### src/rtl/bsg_link_pkg.sv
// Shared definitions for the SDR link: FSM state encoding and default sizing.
package bsg_link_pkg;

  typedef enum logic [0:0] {
    ST_IDLE = 1'b0,
    ST_SEND = 1'b1
  } link_state_e;

  localparam int LINK_WIDTH_DEF        = 32;
  localparam int LINK_CHANNEL_DEF      = 8;
  localparam int LINK_LG_FIFO_DEF      = 5;
  localparam int LINK_LG_DECIMATE_DEF  = 2;

endpackage

### src/rtl/bsg_link_sdr_upstream_if.sv
// Core-side word handshake plus io-side beat stream of the SDR upstream link.
interface bsg_link_sdr_upstream_if #(
  parameter int width_p         = 32,
  parameter int channel_width_p = 8
);
  logic [width_p-1:0]         core_data_i;
  logic                       core_valid_i;
  logic                       core_ready_o;
  logic [channel_width_p-1:0] io_data_o;
  logic                       io_valid_o;

  modport slave (
    input  core_data_i, core_valid_i,
    output core_ready_o, io_data_o, io_valid_o
  );

  modport master (
    output core_data_i, core_valid_i,
    input  core_ready_o, io_data_o, io_valid_o
  );
endinterface

### src/rtl/bsg_two_fifo.sv
// Two-entry input FIFO; ready is a registered not-full flag so it never
// depends combinationally on the producer's valid.
module bsg_two_fifo
  import bsg_link_pkg::*;
#(
  parameter int width_p = LINK_WIDTH_DEF
) (
  input  logic               clk,
  input  logic               rst_n,
  input  logic [width_p-1:0] data_i,
  input  logic               v_i,
  output logic               ready_o,
  output logic [width_p-1:0] data_o,
  output logic               v_o,
  input  logic               yumi_i
);

  logic [width_p-1:0] mem_r [2];
  logic               wptr_r, rptr_r;
  logic [1:0]         count_r, count_next;
  logic               enq, deq;

  always_comb begin
    enq        = v_i & ready_o;
    deq        = yumi_i & v_o;
    count_next = count_r + {1'b0, enq} - {1'b0, deq};
    v_o        = (count_r != 2'd0);
    data_o     = mem_r[rptr_r];
  end

  always_ff @(posedge clk or negedge rst_n) begin
    if (!rst_n) begin
      wptr_r  <= 1'b0;
      rptr_r  <= 1'b0;
      count_r <= 2'd0;
      ready_o <= 1'b0;
    end else begin
      wptr_r  <= wptr_r ^ enq;
      rptr_r  <= rptr_r ^ deq;
      count_r <= count_next;
      ready_o <= (count_next != 2'd2);
    end
  end

  always_ff @(posedge clk) begin
    if (enq) mem_r[wptr_r] <= data_i;
  end

endmodule

### src/rtl/bsg_link_sdr_upstream.sv
// SDR link upstream: serializes core words into channel-wide beats, LSB slice
// first, gated by a credit counter replenished through a toggling token line.
module bsg_link_sdr_upstream
  import bsg_link_pkg::*;
#(
  parameter int width_p                         = LINK_WIDTH_DEF,
  parameter int channel_width_p                 = LINK_CHANNEL_DEF,
  parameter int lg_fifo_depth_p                 = LINK_LG_FIFO_DEF,
  parameter int lg_credit_to_token_decimation_p = LINK_LG_DECIMATE_DEF
) (
  input  logic                     clk,
  input  logic                     rst_n,
  bsg_link_sdr_upstream_if.slave   link,
  input  logic                     token_i,
  output logic [lg_fifo_depth_p:0] credit_o,
  output logic                     credit_err_o
);

  localparam int BEATS = width_p / channel_width_p;
  localparam int BW    = (BEATS > 1) ? $clog2(BEATS) : 1;
  localparam int CRW   = lg_fifo_depth_p + 1;
  localparam int SW    = lg_fifo_depth_p + 3;
  localparam int MAXC  = 2 ** lg_fifo_depth_p;
  localparam int INC   = 2 ** lg_credit_to_token_decimation_p;

  // Sum may exceed the credit range only on an over-returned token.
  function automatic logic [CRW-1:0] sat_credit(input logic [SW-1:0] sum);
    return (sum > SW'(MAXC)) ? CRW'(MAXC) : sum[CRW-1:0];
  endfunction

  link_state_e          state_r;
  logic [BW-1:0]        beat_r;
  logic [width_p-1:0]   shift_r;
  logic [CRW-1:0]       credit_r;
  logic                 err_r;
  logic                 sync_p0, sync_p1, tok_prev;

  logic [width_p-1:0]   fifo_data;
  logic                 fifo_v, fifo_ready;
  logic                 tok_evt, last_beat, load;
  logic [SW-1:0]        avail, sum;

  bsg_two_fifo #(.width_p(width_p)) fifo (
    .clk    (clk),
    .rst_n  (rst_n),
    .data_i (link.core_data_i),
    .v_i    (link.core_valid_i),
    .ready_o(fifo_ready),
    .data_o (fifo_data),
    .v_o    (fifo_v),
    .yumi_i (load)
  );

  always_comb begin
    tok_evt   = sync_p1 ^ tok_prev;
    avail     = SW'(credit_r) + (tok_evt ? SW'(INC) : SW'(0));
    last_beat = (beat_r == BW'(BEATS - 1));
    load      = ((state_r == ST_IDLE) || last_beat) && fifo_v && (avail != SW'(0));
    sum       = avail - SW'(load);
  end

  // Token synchronizer: two flops, then an edge detector against the previous value.
  always_ff @(posedge clk or negedge rst_n) begin
    if (!rst_n) begin
      sync_p0  <= 1'b0;
      sync_p1  <= 1'b0;
      tok_prev <= 1'b0;
    end else begin
      sync_p0  <= token_i;
      sync_p1  <= sync_p0;
      tok_prev <= sync_p1;
    end
  end

  always_ff @(posedge clk or negedge rst_n) begin
    if (!rst_n) begin
      state_r  <= ST_IDLE;
      beat_r   <= '0;
      credit_r <= CRW'(MAXC);
      err_r    <= 1'b0;
    end else begin
      credit_r <= sat_credit(sum);
      if (sum > SW'(MAXC)) err_r <= 1'b1;
      case (state_r)
        ST_IDLE: begin
          if (load) begin
            state_r <= ST_SEND;
            beat_r  <= '0;
          end
        end
        default: begin
          if (!last_beat)  beat_r  <= beat_r + BW'(1);
          else if (load)   beat_r  <= '0;
          else             state_r <= ST_IDLE;
        end
      endcase
    end
  end

  always_ff @(posedge clk) begin
    if (load)                     shift_r <= fifo_data;
    else if (state_r == ST_SEND)  shift_r <= shift_r >> channel_width_p;
  end

  assign link.core_ready_o = fifo_ready;
  assign link.io_valid_o   = (state_r == ST_SEND);
  assign link.io_data_o    = (state_r == ST_SEND) ? shift_r[channel_width_p-1:0] : '0;
  assign credit_o          = credit_r;
  assign credit_err_o      = err_r;

endmodule

### src/flat_wrapper.sv
// flat-port wrapper written by rule: the top's interface ports become plain ports
module bsg_link_sdr_upstream_flat import bsg_link_pkg::*;
#(
  parameter int width_p                         = LINK_WIDTH_DEF,
  parameter int channel_width_p                 = LINK_CHANNEL_DEF,
  parameter int lg_fifo_depth_p                 = LINK_LG_FIFO_DEF,
  parameter int lg_credit_to_token_decimation_p = LINK_LG_DECIMATE_DEF
)
  (clk, rst_n, token_i, credit_o, credit_err_o, link_core_data_i, link_core_valid_i, link_core_ready_o, link_io_data_o, link_io_valid_o);
  bsg_link_sdr_upstream_if #(.width_p(width_p), .channel_width_p(channel_width_p)) link_i ();
  input  logic clk;
  input  logic rst_n;
  input  logic token_i;
  output logic [lg_fifo_depth_p:0] credit_o;
  output logic credit_err_o;
  input wire logic [$bits(link_i.core_data_i)-1:0] link_core_data_i;
  input wire logic [$bits(link_i.core_valid_i)-1:0] link_core_valid_i;
  output wire logic [$bits(link_i.core_ready_o)-1:0] link_core_ready_o;
  output wire logic [$bits(link_i.io_data_o)-1:0] link_io_data_o;
  output wire logic [$bits(link_i.io_valid_o)-1:0] link_io_valid_o;
  assign link_i.core_data_i = link_core_data_i;
  assign link_i.core_valid_i = link_core_valid_i;
  assign link_core_ready_o = link_i.core_ready_o;
  assign link_io_data_o = link_i.io_data_o;
  assign link_io_valid_o = link_i.io_valid_o;
  bsg_link_sdr_upstream #(.width_p(width_p), .channel_width_p(channel_width_p), .lg_fifo_depth_p(lg_fifo_depth_p), .lg_credit_to_token_decimation_p(lg_credit_to_token_decimation_p)) u_core (.clk(clk), .rst_n(rst_n), .link(link_i), .token_i(token_i), .credit_o(credit_o), .credit_err_o(credit_err_o));
endmodule
### config.mk
export PLATFORM = sky130hd
export DESIGN_NAME = bsg_link_sdr_upstream_flat
export DESIGN_NICKNAME = d
export VERILOG_FILES = /design/src/rtl/bsg_link_pkg.sv /design/src/rtl/bsg_link_sdr_upstream_if.sv /design/src/rtl/bsg_two_fifo.sv /design/src/rtl/bsg_link_sdr_upstream.sv /design/src/flat_wrapper.sv
export SDC_FILE = /design/constraint.sdc
export NUM_CORES = 1
export LEC_CHECK = 0
export CAP_MARGIN = 10
export CORE_MARGIN = 5
export CORE_UTILIZATION = 45
export CTS_BUF_LIST = sky130_fd_sc_hd__clkbuf_4 sky130_fd_sc_hd__clkbuf_8 sky130_fd_sc_hd__clkbuf_16
export CTS_CLUSTER_SIZE = 40
export DETAILED_ROUTE_END_ITERATION = 16
export PLACE_DENSITY_LB_ADDON = 0.12
export RECOVER_POWER = 100
export SETUP_SLACK_MARGIN = 0.4
export SYNTH_ARGS = -nofsm -noshare
export SYNTH_HDL_FRONTEND = slang
export SYNTH_HIERARCHICAL = 1
export SYNTH_SLANG_ARGS = --single-unit
### constraint.sdc
create_clock -name clk -period 4.7 [get_ports clk]
set_input_delay 0.47 -clock clk [delete_from_list [all_inputs] [get_ports clk]]
set_output_delay 0.47 -clock clk [all_outputs]
set_load 0.02 [all_outputs]
==> results of run 1 <==
==> worst register-to-register path: cells and delay by family, from the launching register on <==
kind | cells | cell delay [ns]
flops | 1 | 0.39
fa+ha+maj | 3 | 0.83
compound gates | 3 | 0.50
simple gates | 5 | 1.86
xor+xnor | 1 | 0.14
==> worst max-delay path by stage <==
stage / end / slack, ns / cells past startpoint
floorplan: u_core/credit_err_o / 1.23 / 13
global placement: u_core/credit_err_o / 1.25 / 12
detailed placement: u_core/credit_err_o / 1.19 / 12
CTS: u_core/credit_err_o / 1.17 / 12
global route: u_core/credit_err_o / 0.70 / 12
finish: u_core/credit_err_o / 0.84 / 12
==> cells in the mapped netlist, drive strengths merged (3+ instances only) <==
master and number:
o21ai 3, inv 8, mux2 56, xnor2 5, nand2 9, nor3 3
ha 7, nand3 4, or2 3, o21bai 3, nand2b 3, nor2 10
dfrtp 17, buf 9, edfxtp 96, a21oi 5, and2 18
==> layout make-up <==
type	instances	area [um^2]	area share, %
timing repair buffer	55	539	8.95
sequential	114	3330	55.4
clock inverter	12	188	3.12
clock buffer	20	437	7.25
multi-input combinational	155	1330	22.0
inverter	8	30.0	0.499
tap	136	170	2.83
==> logic make-up (layout without fill, tap and decap cells) <==
kind of cell,Yosys count,in the layout,synth area share (%)
mux,57,57,13.4
buf+inv,19,95,2.27
compound gates,19,19,3.11
simple gates,65,65,8.61
flops,114,114,69.5
xor+xnor,7,7,1.28
fa+ha+maj,7,7,1.83
==> where the power goes <==
group / leakage [nW] / internal [mW] / switching, mW / total (mW)
registers: 1.15 / 1.54 / 0.121 / 1.66
clock network: 0.304 / 0.923 / 0.410 / 1.33
logic: 0.770 / 0.626 / 0.705 / 1.33
==> registers in the layout, summed over array words and instances, names as in the netlist, 2 cells and up <==
register	flops
u_core/beat_r	2
u_core/shift_r	32
u_core/fifo/count_r	2
u_core/fifo/mem_r	64
u_core/credit_o	6
==> metal layers <==
layer	GRT usage [%]	vias up	share of wire [%]
met5	0	-	0
met2	20.6	61	46
met4	5.53	0	1.8
met1	17.7	1210	48
li1	-	1215	-
met3	4.71	12	4.1
==> results.sh, run 1 <==
export IMPL_status="finished, violations left"
export IMPL_failed_checks="max-capacitance violations, max-slew violations"
export IMPL_cts_resized=0
export IMPL_period_minus_slack_ns=3.86
export IMPL_p_per_area_mw_per_mm2=718
export IMPL_cap_violations=2
export IMPL_ys_flop_type="edfxtp_1"
export IMPL_grt_max_degree=33
export IMPL_drt_iter0_markers=68
export IMPL_grt_pass1_wl_um=13000
export IMPL_path_class="reg -> reg"
export IMPL_relSlewSlack_pct=-35.4
export IMPL_required_ns=5.06
export IMPL_wire_per_inst_um=15.9
export IMPL_crit_arrival_ns=4.22
export IMPL_synth_top_cells_by_area="edfxtp_1, mux2_2, dfrtp_1, mux2_1, and2_1"
export IMPL_routed_wl_um=7940
export IMPL_design_area_mm2=0.00602
export IMPL_worstHoldPathCells=0
export IMPL_netlist_area_mm2=0.00479
export IMPL_synth_edf_count=96
export IMPL_cts_hold_fix_buffers=0
export IMPL_drc=0
export IMPL_worstSetupEndpointType="flop"
export IMPL_antenna_left=0
export IMPL_antenna_found_initial=0
export IMPL_reg2reg_depth=12
export IMPL_path_max_fanout=17
export IMPL_utilization_pct=58.1
export IMPL_yosysTopAreaCell="edfxtp_1"
export IMPL_path_cells="xor2_1 > ha_1 > ha_1 > or3_1 > nor3_1 > a21oi_4 > ha_1 > and4bb_2 > o41ai_1 > o21bai_1 > and4_4 > or4_2"
export IMPL_nFillCells=817
export IMPL_num_rows=37
export IMPL_grt_setup_unrepaired="false"
export IMPL_finClkSkew_ns=0.00766
export IMPL_path_clk_slew_ns=0.06
export IMPL_setup_violations_final=0
export IMPL_start_kind="flop"
export IMPL_grt_pass1_vias=2554
export IMPL_synth_distinct_cells=48
export IMPL_start_util_pct=46.2
export IMPL_synthCells=288
export IMPL_max_freq_ghz=0.259
export IMPL_crit_top_cell="ha_1"
export IMPL_final_cell_mix="edfxtp_1, dlygate4sd3_1, mux2_2"
export IMPL_die_y_um=113
export IMPL_r2r_start="u_core/sync_p1"
export IMPL_clk_path_buf_depth=2
export IMPL_hp_start="u_core/sync_p0"
export IMPL_min_to="u_core/sync_p1"
export IMPL_irDropWorstVdd_uv=367
export IMPL_path_buf_inv=0
export IMPL_numPortBuffers=52
export IMPL_async_flop_share_pct=15.8
export IMPL_hp_class="reg -> reg"
export IMPL_leakagePower_nw=2.22
export IMPL_hpwl_um=4830
export IMPL_vias_per_cell=5.00
export IMPL_die_x_um=113
export IMPL_vias=2498
export IMPL_overflow=0
export IMPL_cts_setup_buffers=0
export IMPL_cp_top_family="simple AND/OR/NAND/NOR gates"
export IMPL_timing_hold_ws_ns=0.352
export IMPL_tns_ns=0
export IMPL_tritoncts="done"
export IMPL_fin_cells=500
export IMPL_timing_rr_end="u_core/credit_err_o"
export IMPL_critPathMaxStageDelay_ns=0.62
export IMPL_synth_fp_nets=331
export IMPL_ys_ff_latch=114
export IMPL_ios=53
export IMPL_finalCritPeriodShare_pct=82.1
export IMPL_tightestPinTransition_ns=2.03
export IMPL_fin_ws_ns=0.843
export IMPL_dr_pass1_iters=4
export IMPL_pre_cts_slack_ns=1.19
export IMPL_cts_htree_levels=4
export IMPL_slew_viol_final=66
export IMPL_yosysTopAreaCellShare_pct=60.1
export IMPL_postPlaceCellArea_mm2=0.00543
export IMPL_fp_dieArea_mm2=0.0128
export IMPL_regToRegSetupSlack_ns=0.84
export IMPL_clock_sinks=114
export IMPL_syn_area_per_cell_um2=16.6
export IMPL_area_growth_pct=25.6
export IMPL_yosysWarningCount=6
export IMPL_layout_nets=394
export IMPL_drive_above_1_share_pct=23.4
export IMPL_synth_seq_area_share_pct=69.5
export IMPL_track_usage_pct=13.5
export IMPL_dpl_cell_count=468
export IMPL_layout_commonest_cell="edfxtp_1"
export IMPL_cts_buffers=17
export IMPL_slowest_stage="or4_2"
export IMPL_hold_viol=0
export IMPL_coreArea_mm2=0.0104
export IMPL_diodes=0
export IMPL_worstSetupStartpoint="u_core/sync_p1"
export IMPL_place_congestion=0.831
export IMPL_power_mw=4.33
export IMPL_cts_root_buf="clkbuf_8"
export IMPL_worstSkewPairLatency_ns=0.50
Note: power is estimated with default switching activity, not from simulation.
==> run 2: changes to the inputs <==
- clock period: 4.7 -> 3.6 ns (I/O delays scaled with it)
==> run 2 against run 1 <==
  * The flow still finishes with violations (max-capacitance violations, max-slew violations)
  * Utilization fell by 0.13 points
  * Non-clock buffer count rose by 5
  * Routed wire length fell by 1.9%
  * Clock power rose by 9%
  * Final area fell by 0.23%
  * Sequential cell count did not move
  * Combinational power rose by 37%
  * Clock skew fell by 0.0029 ns
  * Sequential share of layout area rose by 0.13 points
  * Critical path type unchanged
==> results.sh, run 2 (synthesis gave the netlist of run 1 again) <==
export IMPL_status="finished, violations left"
export IMPL_failed_checks="max-capacitance violations, max-slew violations"
export IMPL_power_internal_mw=3.81
export IMPL_antenna_left=0
export IMPL_path_max_fanout=4
export IMPL_clkPwrFrac_pct=26.6
export IMPL_finalCritPeriodShare_pct=91.7
export IMPL_track_usage_pct=13.3
export IMPL_cts_root_buf="clkbuf_8"
export IMPL_tightestPinTransition_ns=1.99
export IMPL_hp_class="reg -> reg"
export IMPL_grt_pass1_vias=2617
export IMPL_fp_dieArea_mm2=0.0128
export IMPL_layout_nets=399
export IMPL_cap_violations=2
export IMPL_path_clk_slew_ns=0.05
export IMPL_grt_setup_unrepaired="true"
export IMPL_numPortBuffers=52
export IMPL_wire_per_inst_um=15.4
export IMPL_p_per_area_mw_per_mm2=907
export IMPL_period_minus_slack_ns=3.30
export IMPL_die_y_um=113
export IMPL_grt_pass1_wl_um=13200
export IMPL_vias=2467
export IMPL_clk_path_buf_depth=2
export IMPL_swShare_pct=30.2
export IMPL_final_cell_mix="edfxtp_1, dlygate4sd3_1, mux2_2"
export IMPL_drive_above_1_share_pct=24.9
export IMPL_leakagePower_nw=2.20
export IMPL_crit_arrival_ns=3.67
export IMPL_drc=0
export IMPL_timing_hold_ws_ns=0.367
export IMPL_tritoncts="done"
export IMPL_required_ns=3.96
export IMPL_vias_per_cell=4.89
export IMPL_irDropWorstVdd_uv=349
export IMPL_place_congestion=0.755
export IMPL_max_freq_ghz=0.303
export IMPL_start_util_pct=46.2
export IMPL_antenna_found_initial=0
export IMPL_routed_wl_um=7800
export IMPL_slew_viol_final=66
export IMPL_pwr_share_comb_pct=33.3
export IMPL_cts_hold_fix_buffers=0
export IMPL_setup_violations_final=0
export IMPL_finClkSkew_ns=0.00474
export IMPL_coreArea_mm2=0.0104
export IMPL_cts_buffers=17
export IMPL_largest_reg_flops=64
export IMPL_drt_iter0_markers=145
export IMPL_worstSkewPairLatency_ns=0.49
export IMPL_seqPwrFrac_pct=40.1
export IMPL_grt_max_degree=33
export IMPL_top_register="u_core/fifo/mem_r"
export IMPL_cts_htree_levels=4
export IMPL_num_rows=37
export IMPL_die_x_um=113
export IMPL_hpwl_um=4760
export IMPL_p_switching_mw=1.64
export IMPL_hold_viol=0
export IMPL_clock_sinks=114
export IMPL_dr_pass1_iters=6
export IMPL_layout_commonest_cell="edfxtp_1"
export IMPL_relSlewSlack_pct=-32.5
export IMPL_diodes=0
export IMPL_overflow=0
export IMPL_tns_ns=0
export IMPL_start_kind="flop"
export IMPL_worstSetupEndpointType="flop"
export IMPL_ios=53
export IMPL_path_class="reg -> reg"
export IMPL_nFillCells=820
export IMPL_area_growth_pct=25.3
run 2: metal layers:
metal	global-route usage, %	share of wire (%)	vias to the layer above
li1	-	-	1224
met1	18.6	49	1178
met2	19.5	46	61
met3	3.74	3.8	4
met4	5.77	0.69	0
met5	0	0	-
run 2: cell type report:
| type | instances | area, um^2 | share of cell area [%] |
|---|---|---|---|
| Clock buffer | 19 | 429 | 7.14 |
| Clock inverter | 13 | 95.1 | 1.58 |
| Inverter | 8 | 30.0 | 0.500 |
| Multi-Input combinational cell | 155 | 1390 | 23.0 |
| Sequential cell | 114 | 3330 | 55.5 |
| Tap cell | 136 | 170 | 2.83 |
| Timing Repair Buffer | 60 | 566 | 9.41 |
run 2: path summary, 6_finish.rpt:
path | startpoint | end | slack, ns | cells past startpoint
min reg2reg | u_core/sync_p0 | u_core/sync_p1 | 0.37 | 0
max reg2reg | u_core/sync_p1 | u_core/credit_err_o | 0.30 | 12
max | u_core/sync_p1 | u_core/credit_err_o | 0.30 | 12
max in group asynchronous | rst_n | u_core/credit_o[1] | 2.66 | 1
min | u_core/sync_p0 | u_core/sync_p1 | 0.37 | 0
min in group asynchronous | rst_n | u_core/credit_o[4] | 0.42 | 1
run 2: power groups by stage:
stage | Sequential, mW | Combinational, mW | Clock [mW]
3_3_place_gp | 2.20 | 1.85 | 0
6_report | 2.19 | 1.82 | 1.45
4_1_cts | 2.19 | 1.91 | 1.49
3_5_place_dp | 2.21 | 1.87 | 0
2_1_floorplan | 2.16 | 1.42 | 0
5_1_grt | 2.23 | 2.01 | 1.56
run 2: per-stage QoR:
stage / instance area (um^2) / setup slack (ns) / util [%] / cells / power (mW)
after floorplan: 4840 / 0.314 / - / 288 / 3.58
after global placement: 5490 / 0.379 / 53.0 / 471 / 4.05
after detailed placement: 5490 / 0.340 / 53.0 / 471 / 4.08
after CTS: 6030 / 0.404 / 58.2 / 505 / 5.59
after global routing: 6010 / 0.149 / 58.0 / 505 / 5.80
final: 6010 / 0.298 / 58.0 / 505 / 5.45
run 2: what timing repair did:
item | in CTS | in global routing
setup buffers | 2 | 0
cloned | 0 | 0
pin swaps | 4 | 1
setup endpoints to repair | 3 | 39
gates resized for setup | 0 | 2
hold endpoints to repair | 0 | 0
run 2: worst max-delay path: stages (launching register included):
cell	delay, ns
dfrtp_1	0.39
xor2_1	0.17
ha_1	0.21
ha_1	0.34
or3_4	0.38
nor3_4	0.17
a21oi_4	0.11
ha_4	0.29
and4bb_2	0.22
o41ai_2	0.10
o21bai_1	0.16
and4_4	0.18
or4_4	0.46
==> run 3: changes to the inputs <==
- clock period: 3.6 -> 2.7 ns (I/O delays scaled with it)
==> run 3 against run 2 <==
  * The flow finishes with violations (negative setup slack)
  * Sequential cell count did not move
  * Sequential power rose by 31%
  * Clock power rose by 37%
  * Critical endpoint unchanged
  * Largest cell class unchanged
  * Largest power group is now combinational cells
  * Highest routed layer unchanged
==> results.sh, run 3 (synthesis gave the netlist of run 1 again) <==
export IMPL_status="finished, violations left"
export IMPL_failed_checks="negative setup slack"
export IMPL_path_max_fanout=4
export IMPL_swShare_pct=30.9
export IMPL_dr_pass1_iters=4
export IMPL_vias_per_cell=5.06
export IMPL_vias=2716
export IMPL_fin_cells=537
export IMPL_tightestPinTransition_ns=1.03
export IMPL_dpl_cell_count=489
export IMPL_grt_pass1_wl_um=14700
export IMPL_area_growth_pct=36.2
export IMPL_fp_dieArea_mm2=0.0128
export IMPL_hp_class="in -> reg"
export IMPL_fin_ws_ns=-0.462
export IMPL_path_clk_slew_ns=0.06
export IMPL_num_rows=37
export IMPL_reg2reg_depth=12
export IMPL_r2r_start="u_core/tok_prev"
export IMPL_diodes=0
export IMPL_drive_above_1_share_pct=37.9
export IMPL_tns_ns=-2.76
export IMPL_setup_violations_final=19
export IMPL_finalCritPeriodShare_pct=117
export IMPL_die_x_um=113
export IMPL_crit_path_end="u_core/credit_err_o"
export IMPL_pwr_share_comb_pct=42.0
export IMPL_p_switching_mw=2.59
export IMPL_leakagePower_nw=2.42
export IMPL_crit_arrival_ns=3.53
export IMPL_cts_htree_levels=4
export IMPL_track_usage_pct=15.0
export IMPL_clkPwrFrac_pct=23.7
export IMPL_place_congestion=0.836
export IMPL_antenna_found_initial=0
export IMPL_cts_hold_fix_buffers=0
export IMPL_worstSetupEndpointType="flop"
export IMPL_overflow=0
export IMPL_hold_viol=0
export IMPL_hpwl_um=5370
export IMPL_clock_sinks=114
export IMPL_pre_cts_slack_ns=-0.543
export IMPL_antenna_left=0
export IMPL_grt_max_degree=33
export IMPL_power_internal_mw=5.79
export IMPL_irDropWorstVdd_uv=718
export IMPL_drt_iter0_markers=124
export IMPL_timing_rr_end="u_core/credit_err_o"
export IMPL_regToRegSetupSlack_ns=-0.46
export IMPL_start_kind="flop"
export IMPL_routed_wl_um=9420
export IMPL_relSlewSlack_pct=31.3
export IMPL_period_minus_slack_ns=3.16
export IMPL_layout_nets=431
export IMPL_ios=53
export IMPL_coreArea_mm2=0.0104
export IMPL_max_freq_ghz=0.316
export IMPL_cts_root_buf="clkbuf_8"
export IMPL_required_ns=3.07
export IMPL_utilization_pct=63.0
export IMPL_path_class="reg -> reg"
export IMPL_finClkSkew_ns=0.0113
export IMPL_final_cell_mix="edfxtp_1, mux2_2, dlygate4sd3_1"
export IMPL_cts_buffers=17
export IMPL_grt_pass1_vias=2945
export IMPL_numPortBuffers=52
export IMPL_wire_per_inst_um=17.5
export IMPL_layout_commonest_cell="edfxtp_1"
export IMPL_timing_hold_ws_ns=0.323
export IMPL_die_y_um=113
export IMPL_worstSetupStartpoint="u_core/tok_prev"
export IMPL_slew_viol_final=0
export IMPL_grt_setup_unrepaired="true"
export IMPL_drc=0
export IMPL_tritoncts="done"
export IMPL_largest_reg_flops=64
export IMPL_cap_violations=0
export IMPL_clk_path_buf_depth=2
export IMPL_seqPwrFrac_pct=34.2
export IMPL_p_per_area_mw_per_mm2=1280
export IMPL_start_util_pct=46.2
export IMPL_top_register="u_core/fifo/mem_r"
export IMPL_worstSkewPairLatency_ns=0.50
## run 3: critical path: stages, from the launching register on
cell and delay, ns:
dfrtp_1 0.37, xor2_1 0.17, ha_2 0.24, ha_4 0.21, or3_4 0.34, nor3_4 0.15
a21oi_4 0.11, ha_4 0.29, and4bb_2 0.23, o41ai_2 0.09, o21bai_1 0.17, and4_4 0.18
or4_4 0.47
## run 3: worst min path at each step
stage                               from                to  cells past startpoint
after global routing             token_i    u_core/sync_p0                      1
after detailed placement  u_core/sync_p0    u_core/sync_p1                      0
after floorplan                    rst_n  u_core/beat_r[0]                      0
after global placement    u_core/sync_p0    u_core/sync_p1                      0
final                            token_i    u_core/sync_p0                      1
after CTS                        token_i    u_core/sync_p0                      1
## run 3: repair_timing
| item | CTS | global route |
|---|---|---|
| pin swaps | 14 | 8 |
| cloned | 4 | 1 |
| endpoints found under the setup margin | 75 | 76 |
| buffers inserted | 1 | 10 |
| gates resized for setup | 19 | 22 |
## run 3: layout make-up
cell class	instances	area [um^2]
inverters	8	30.0
fillers	765	3840
well taps	136	170
repair buffers	89	887
clock buffers	19	429
multi-input cells	158	1560
clock inverters	13	115
flip-flops and latches	114	3330
## run 3: routing by layer
| metal | GRT usage (%) | wire [um] | up-vias |
|---|---|---|---|
| met5 | 0 | 0 | - |
| met4 | 5.21 | 85 | 0 |
| met3 | 4.22 | 388 | 8 |
| met2 | 23.3 | 4700 | 60 |
| met1 | 20.3 | 4250 | 1346 |
| li1 | - | - | 1302 |
## run 3: stage by stage
stage	total power, mW	instance area, um^2
floorplan	4.84	4870
global placement	5.61	5660
detailed placement	5.70	5660
CTS	8.06	6340
global route	8.84	6530
finish	8.39	6530
## run 3: power by group through the flow
stage / Combinational, mW / Sequential (mW) / Clock (mW)
floorplan: 1.95 / 2.89 / 0
global placement: 2.75 / 2.86 / 0
detailed placement: 2.81 / 2.89 / 0
CTS: 3.17 / 2.86 / 2.03
global route: 3.80 / 2.93 / 2.12
finish: 3.53 / 2.87 / 1.99
